$ cat config.mk
export PLATFORM = sky130hd
export DESIGN_NAME = mac_seq_ctrl
export DESIGN_NICKNAME = d
export VERILOG_FILES = /design/src/rtl/mac_seq_ctrl.sv
export SDC_FILE = /design/constraint.sdc
export NUM_CORES = 1
export LEC_CHECK = 0
export BUFFER_PORTS_ARGS = -buffer_cell sky130_fd_sc_hd__buf_2
export CAP_MARGIN = 20
export CORE_MARGIN = 2
export CORE_UTILIZATION = 40
export CTS_CLUSTER_DIAMETER = 50
export CTS_CLUSTER_SIZE = 8
export DETAILED_ROUTE_END_ITERATION = 10
export GPL_ROUTABILITY_DRIVEN = 0
export MAX_ROUTING_LAYER = met4
export PLACE_DENSITY = 0.6
export RECOVER_POWER = 50
export SLEW_MARGIN = 20
export SYNTH_ARGS = -nofsm -noshare
export SYNTH_HDL_FRONTEND = slang
export SYNTH_SLANG_ARGS = --single-unit
$ cat constraint.sdc
create_clock -name clk -period 9.52 [get_ports clk]
set_input_delay 1.904 -clock clk [delete_from_list [all_inputs] [get_ports clk]]
set_output_delay 1.904 -clock clk [all_outputs]
set_load 0.1 [all_outputs]
$ cat src/rtl/mac_seq_ctrl.sv
// Purpose : sequences one dot-product job into CELL_N-wide chunks over fetch, multiply, accumulate and capture.
// Latency : per chunk 1 + MULT_LAT + 1 + ack + run + 1 + 1 cycles; vec_len=0 gives done one cycle after accept.
// Backpressure: start is taken only in IDLE and never queued; ACK_WAIT gives up after ACK_TO cycles and sets err.
//
// Ports:
//   clk, rst_n             clock, synchronous active-low reset
//   start/vec_len/base_addr job request (operands sampled on the accepting edge)
//   rd_en/rd_addr/lane_en   operand fetch strobe, address and per-lane valid mask
//   mult_wen/acc_start      product gate and accumulation trigger (asserted together)
//   acc_finish/acc_out      accumulation engine status (1 = idle/done) and result
//   res_valid/res_data/res_idx  partial sum strobe, value and chunk index
//   busy/done/err           job status, end-of-job pulse, sticky handshake timeout
module mac_seq_ctrl #(
  parameter int CELL_N   = 16,
  parameter int D_LEN    = 32,
  parameter int LEN_W    = 13,
  parameter int ADDR_W   = 10,
  parameter int MULT_LAT = 4,
  parameter int ACK_TO   = 255
) (
  input  logic              clk,
  input  logic              rst_n,
  input  logic              start,
  input  logic [LEN_W-1:0]  vec_len,
  input  logic [ADDR_W-1:0] base_addr,
  output logic              rd_en,
  output logic [ADDR_W-1:0] rd_addr,
  output logic [CELL_N-1:0] lane_en,
  output logic              mult_wen,
  output logic              acc_start,
  input  logic              acc_finish,
  input  logic [D_LEN-1:0]  acc_out,
  output logic              res_valid,
  output logic [D_LEN-1:0]  res_data,
  output logic [LEN_W-1:0]  res_idx,
  output logic              busy,
  output logic              done,
  output logic              err
);

  localparam int MC_W = (MULT_LAT > 1) ? $clog2(MULT_LAT) : 1;
  localparam int AC_W = (ACK_TO > 1) ? $clog2(ACK_TO) : 1;
  // Wide enough for chunk_idx*CELL_N before it is folded into the address space.
  localparam int MW   = (LEN_W > ADDR_W) ? LEN_W : ADDR_W;

  typedef enum logic [3:0] {
    S_IDLE, S_FETCH, S_MULT_WAIT, S_INJECT, S_ACK_WAIT,
    S_RUN_WAIT, S_CAPTURE, S_NEXT, S_DONE
  } state_t;

  state_t            state_q, state_d;
  logic [ADDR_W-1:0] base_q, base_d;
  logic [LEN_W-1:0]  last_idx_q, last_idx_d;
  logic [LEN_W-1:0]  rem_q, rem_d;
  logic [LEN_W-1:0]  chunk_q, chunk_d;
  logic [MC_W-1:0]   mult_cnt_q, mult_cnt_d;
  logic [AC_W-1:0]   ack_cnt_q, ack_cnt_d;

  logic              rd_en_q, rd_en_d;
  logic [ADDR_W-1:0] rd_addr_q, rd_addr_d;
  logic [CELL_N-1:0] lane_en_q, lane_en_d;
  logic              mult_wen_q, mult_wen_d;
  logic              acc_start_q, acc_start_d;
  logic              res_valid_q, res_valid_d;
  logic [D_LEN-1:0]  res_data_q, res_data_d;
  logic [LEN_W-1:0]  res_idx_q, res_idx_d;
  logic              busy_q, busy_d;
  logic              done_q, done_d;
  logic              err_q, err_d;

  logic [CELL_N-1:0] lane_mask;
  logic              last_chunk;

  always_comb begin
    state_d     = state_q;
    base_d      = base_q;
    last_idx_d  = last_idx_q;
    rem_d       = rem_q;
    chunk_d     = chunk_q;
    mult_cnt_d  = mult_cnt_q;
    ack_cnt_d   = ack_cnt_q;
    rd_addr_d   = rd_addr_q;
    lane_en_d   = lane_en_q;
    res_data_d  = res_data_q;
    res_idx_d   = res_idx_q;
    err_d       = err_q;
    lane_mask   = '0;
    last_chunk  = 1'b0;

    case (state_q)
      S_IDLE: begin
        if (start) begin
          base_d     = base_addr;
          // last_idx = ceil(vec_len/CELL_N) - 1; unused when vec_len is 0.
          last_idx_d = LEN_W'(((LEN_W+1)'(vec_len) + (LEN_W+1)'(CELL_N - 1))
                              / (LEN_W+1)'(CELL_N) - (LEN_W+1)'(1));
          rem_d      = LEN_W'(vec_len % LEN_W'(CELL_N));
          chunk_d    = '0;
          err_d      = 1'b0;
          state_d    = (vec_len == '0) ? S_DONE : S_FETCH;
        end
      end
      S_FETCH: begin
        mult_cnt_d = '0;
        state_d    = S_MULT_WAIT;
      end
      S_MULT_WAIT: begin
        if (mult_cnt_q == MC_W'(MULT_LAT - 1)) begin
          state_d = S_INJECT;
        end else begin
          mult_cnt_d = mult_cnt_q + 1'b1;
        end
      end
      S_INJECT: begin
        ack_cnt_d = '0;
        state_d   = S_ACK_WAIT;
      end
      S_ACK_WAIT: begin
        // A low acc_finish on the very first cycle already counts as the ack.
        if (!acc_finish) begin
          state_d = S_RUN_WAIT;
        end else if (ack_cnt_q == AC_W'(ACK_TO - 1)) begin
          err_d   = 1'b1;
          state_d = S_DONE;
        end else begin
          ack_cnt_d = ack_cnt_q + 1'b1;
        end
      end
      S_RUN_WAIT: begin
        // acc_out moves with the acc_finish rising edge, so it is taken on the
        // edge that enters CAPTURE and presented during CAPTURE.
        if (acc_finish) begin
          res_data_d = acc_out;
          res_idx_d  = chunk_q;
          state_d    = S_CAPTURE;
        end
      end
      S_CAPTURE: begin
        state_d = S_NEXT;
      end
      S_NEXT: begin
        if (chunk_q == last_idx_q) begin
          state_d = S_DONE;
        end else begin
          chunk_d = chunk_q + 1'b1;
          state_d = S_FETCH;
        end
      end
      S_DONE: begin
        state_d = S_IDLE;
      end
      default: begin
        state_d = S_IDLE;
      end
    endcase

    // Fetch address and lane mask are set on entry to FETCH and then held.
    if (state_d == S_FETCH) begin
      last_chunk = (chunk_d == last_idx_d) && (rem_d != '0);
      for (int i = 0; i < CELL_N; i++) begin
        lane_mask[i] = !last_chunk || (LEN_W'(i) < rem_d);
      end
      lane_en_d = lane_mask;
      rd_addr_d = base_d + ADDR_W'(MW'(chunk_d) * MW'(CELL_N));
    end else if (state_d == S_IDLE) begin
      lane_en_d = '0;
    end

    rd_en_d     = (state_d == S_FETCH);
    mult_wen_d  = (state_d == S_INJECT);
    acc_start_d = (state_d == S_INJECT);
    res_valid_d = (state_d == S_CAPTURE);
    done_d      = (state_d == S_DONE);
    busy_d      = (state_d != S_IDLE);
  end

  always_ff @(posedge clk) begin
    if (!rst_n) begin
      state_q     <= S_IDLE;
      base_q      <= '0;
      last_idx_q  <= '0;
      rem_q       <= '0;
      chunk_q     <= '0;
      mult_cnt_q  <= '0;
      ack_cnt_q   <= '0;
      rd_en_q     <= 1'b0;
      rd_addr_q   <= '0;
      lane_en_q   <= '0;
      mult_wen_q  <= 1'b0;
      acc_start_q <= 1'b0;
      res_valid_q <= 1'b0;
      res_data_q  <= '0;
      res_idx_q   <= '0;
      busy_q      <= 1'b0;
      done_q      <= 1'b0;
      err_q       <= 1'b0;
    end else begin
      state_q     <= state_d;
      base_q      <= base_d;
      last_idx_q  <= last_idx_d;
      rem_q       <= rem_d;
      chunk_q     <= chunk_d;
      mult_cnt_q  <= mult_cnt_d;
      ack_cnt_q   <= ack_cnt_d;
      rd_en_q     <= rd_en_d;
      rd_addr_q   <= rd_addr_d;
      lane_en_q   <= lane_en_d;
      mult_wen_q  <= mult_wen_d;
      acc_start_q <= acc_start_d;
      res_valid_q <= res_valid_d;
      res_data_q  <= res_data_d;
      res_idx_q   <= res_idx_d;
      busy_q      <= busy_d;
      done_q      <= done_d;
      err_q       <= err_d;
    end
  end

  assign rd_en     = rd_en_q;
  assign rd_addr   = rd_addr_q;
  assign lane_en   = lane_en_q;
  assign mult_wen  = mult_wen_q;
  assign acc_start = acc_start_q;
  assign res_valid = res_valid_q;
  assign res_data  = res_data_q;
  assign res_idx   = res_idx_q;
  assign busy      = busy_q;
  assign done      = done_q;
  assign err       = err_q;

endmodule
==> summary.txt <==
Outcome
  – Status: finished with violations
  – Failing checks: max-capacitance violations, max-slew violations

Clocking
  – Cts-stage hold buffer count: 0
  – Clk Latency, worst-skew pair: about 420 ps
  – Post-CTS Setup Bufs: 0
  – Root Buffer: clkbuf_16
  – CTS sink count: 140
  – Post_cts resized: 0
  – Worst-case clock buffer depth: 2
  – H-tree lvl count: 4
  – Reg clk slew, reported paths: 60 ps
  – CTS Buf Count: 17
  – CTS tree: yes

Synthesis
  – Mapped Cells: 809
  – Commonest cells in the netlist: nand2_1 (144), dfxtp_1 (140), a21oi_1 (80)
  – Top post-synthesis cells by area: dfxtp_1 (42%), nand2_1 (8.2%), a21oi_1 (6.0%)
  – Mapped cell area: 6630 um^2
  – Post-Syn Nets: 879
  – Top cell type's share of synthesized area: 42.3%
  – Synth warn: 0
  – Yosys reg bits: 140
  – Avg Cell Area, Syn: around 8 um^2
  – Asr flop ratio synth: 0%
  – Synth cell types: just over 70
  – Cell with the most instances after synthesis: nand2_1
  – Cell taking the most area after synthesis: dfxtp_1
  – Sequential element share of the synthesized area: a little over two fifths
  – Prevailing post-synth register cell: dfxtp_1
  – Number of synthesized flops with an enable pin: 0

Critical path
  – Crit path launch type: primary input
  – Critical Path End Type: register
  – R2R Path Start: state_q[0]
  – Critical path data required time: between 9000 and 10000 ps
  – Critical path arrival: just over 6000 ps
  – Crit path from: rst_n
  – Crit Path Class: in -> reg
  – CP max FO: 100

Timing
  – RSZ-0062 raised after global routing: false
  – Fmax: between 150 and 200 MHz
  – Final Skew: 8.77 ps
  – Worst-Margin Slew: around 4600 ps
  – Max-slew violation count: between 150 and 200
  – Final setup vio count: 0
  – Fin crit period: slightly above 6000 ps
  – Setup_tns: 0 ps
  – Final Hold Fails: 0
  – Worst relative slew slack: -208%
  – Final Cycle Share: about 64%

Placed design
  – DP HPWL: roughly 12000 um
  – Dpl cells: 1116
  – Placed instance area: ~7400 um^2
  – PortBufs: between 100 and 150

Power
  – Total Power: 0.00154 W
  – Worst VDD drop: between 0.1 and 0.15 mV
  – Leak: approximately 3.0 nW
  – PD cells: approximately 200 nW/um^2

Floorplan
  – Core area: about 16000 um^2
  – Row cnt: between 40 and 50
  – DIE WIDTH: between 100 and 150 um
  – I/O pins: 137
  – Die Height: between 100 and 150 um
  – Initial core utilization: between 40% and 50%
  – Die area: approximately 18000 um^2

Global routing
  – Largest net degree at the start of global routing: around 100
  – Gr usage total: 20.7%
  – Antenna violations before repair: 0
  – Grt ovf: 0
  – Vias in the first global route: 5528
  – First-pass GRT wire length: about 29000 um

Flow run
  – Max Cap Violations: 3

Cells and area
  – N_diodes: 0
  – Synth-to-layout area growth: 19.1%
  – Final net count: around 990
  – Design Area, Final: about 8000 um^2
  – Post-route insts no fill: 1148
  – Post-Route Utilization: between 40 and 50%
  – Filler cells: between 1500 and 2000
  – Layout cells sized above 1: between 10% and 20%

Detailed routing
  – DRC: 0
  – Initial drt markers: between 300 and 400
  – Routed via count: just over 6000
  – DR WL/cell: between 15 and 20 um
  – DR vias/cell: around 5.3
  – Detailed Route WL: around 18000 um
  – Routed Antenna Nets: 0
  – DR pass1 iterations: 4

Min path
  – Hold Path Class: reg -> reg
  – Hold Path Origin: res_idx[4]
-- cell type report --
cell class / instances / area (um^2) / area share [%]
Multi-Input combinational cell: 604 / 3570 / 45.2
Clock buffer: 21 / 460 / 5.83
Timing Repair Buffer: 141 / 629 / 7.97
Inverter: 11 / 42.5 / 0.539
Clock inverter: 11 / 119 / 1.51
Tap cell: 220 / 275 / 3.49
Sequential cell: 140 / 2800 / 35.5
-- registers in the layout (all words and copies together) (netlist names) --
| register | flops |
|---|---|
| res_idx | 13 |
| lane_en | 16 |
| busy | 1 |
| chunk_q | 13 |
| acc_start | 1 |
| ack_cnt_q | 8 |
| rd_en | 1 |
| state_q | 4 |
| res_valid | 1 |
| base_q | 10 |
| last_idx_q | 13 |
| rd_addr | 10 |
| mult_cnt_q | 2 |
| done | 1 |
| rem_q | 13 |
| res_data | 32 |
| err | 1 |
-- through the flow --
stage	setup slack, ps	hold WS (ps)
after floorplan	4820	444
after global placement	4350	434
after detailed placement	4250	439
after CTS	4700	453
after global routing	2920	464
final	3420	451
-- power by group --
part	switching (W)	leakage, nW	internal [W]
Combinational	0.000207	1.60	0.0000633
Clock	0.000253	0.287	0.000398
Sequential	0.0000140	1.14	0.000609
-- per-layer routing --
metal	vias up	global-route usage, %	routed length, um
met5	-	-	0
met4	0	6.27	229
met1	2806	27.4	8360
li1	3070	-	-
met2	161	32.3	8240
met3	21	3.79	848
-- critical path: stages --
cell and delay, ps:
clkbuf_1 400, clkinvlp_2 260, clkbuf_1 3230, nor2_1 370
-- layout by cell type (no fill, tap or decap), types with 5 or more instances in the layout --
cell / n
a211oi_1: 14
and3_1: 16
o31ai_1: 6
ha_1: 10
clkbuf_1: 67
dfxtp_1: 140
buf_2: 74
a31oi_1: 9
xnor2_1: 28
o21ai_0: 33
a21oi_1: 80
and2_0: 5
or2_2: 5
nand2_1: 144
nand4_1: 6
or4_1: 5
xor2_1: 8
mux2i_1: 23
nor4_1: 15
nor2_1: 75
clkbuf_16: 17
nand3_1: 19
and2_1: 7
a22oi_1: 6
or3_1: 8
clkinv_2: 5
nor3_1: 7
inv_1: 10
-- kinds of logic (layout without fill, tap and decap cells) --
group	after synthesis	after routing	synth area share [%]
multiplexers	23	23	3.47
AO/OA/AOI/OAI	190	190	17.8
buffers and inverters	65	184	4.15
adder cells (fa/ha/maj)	11	11	2.19
flip-flops	140	140	42.3
AND/OR/NAND/NOR	343	343	25.0
XOR/XNOR	37	37	5.17
-- final timing paths --
check / endpoint / slack [ps] / depth (start not counted)
worst min-delay path: res_idx[4] / 450 / 2
worst max register to register: lane_en[15] / 4590 / 10
worst min register to register: res_idx[4] / 450 / 2
worst max-delay path: done / 3420 / 4
Power figures use the tool's default switching activity.
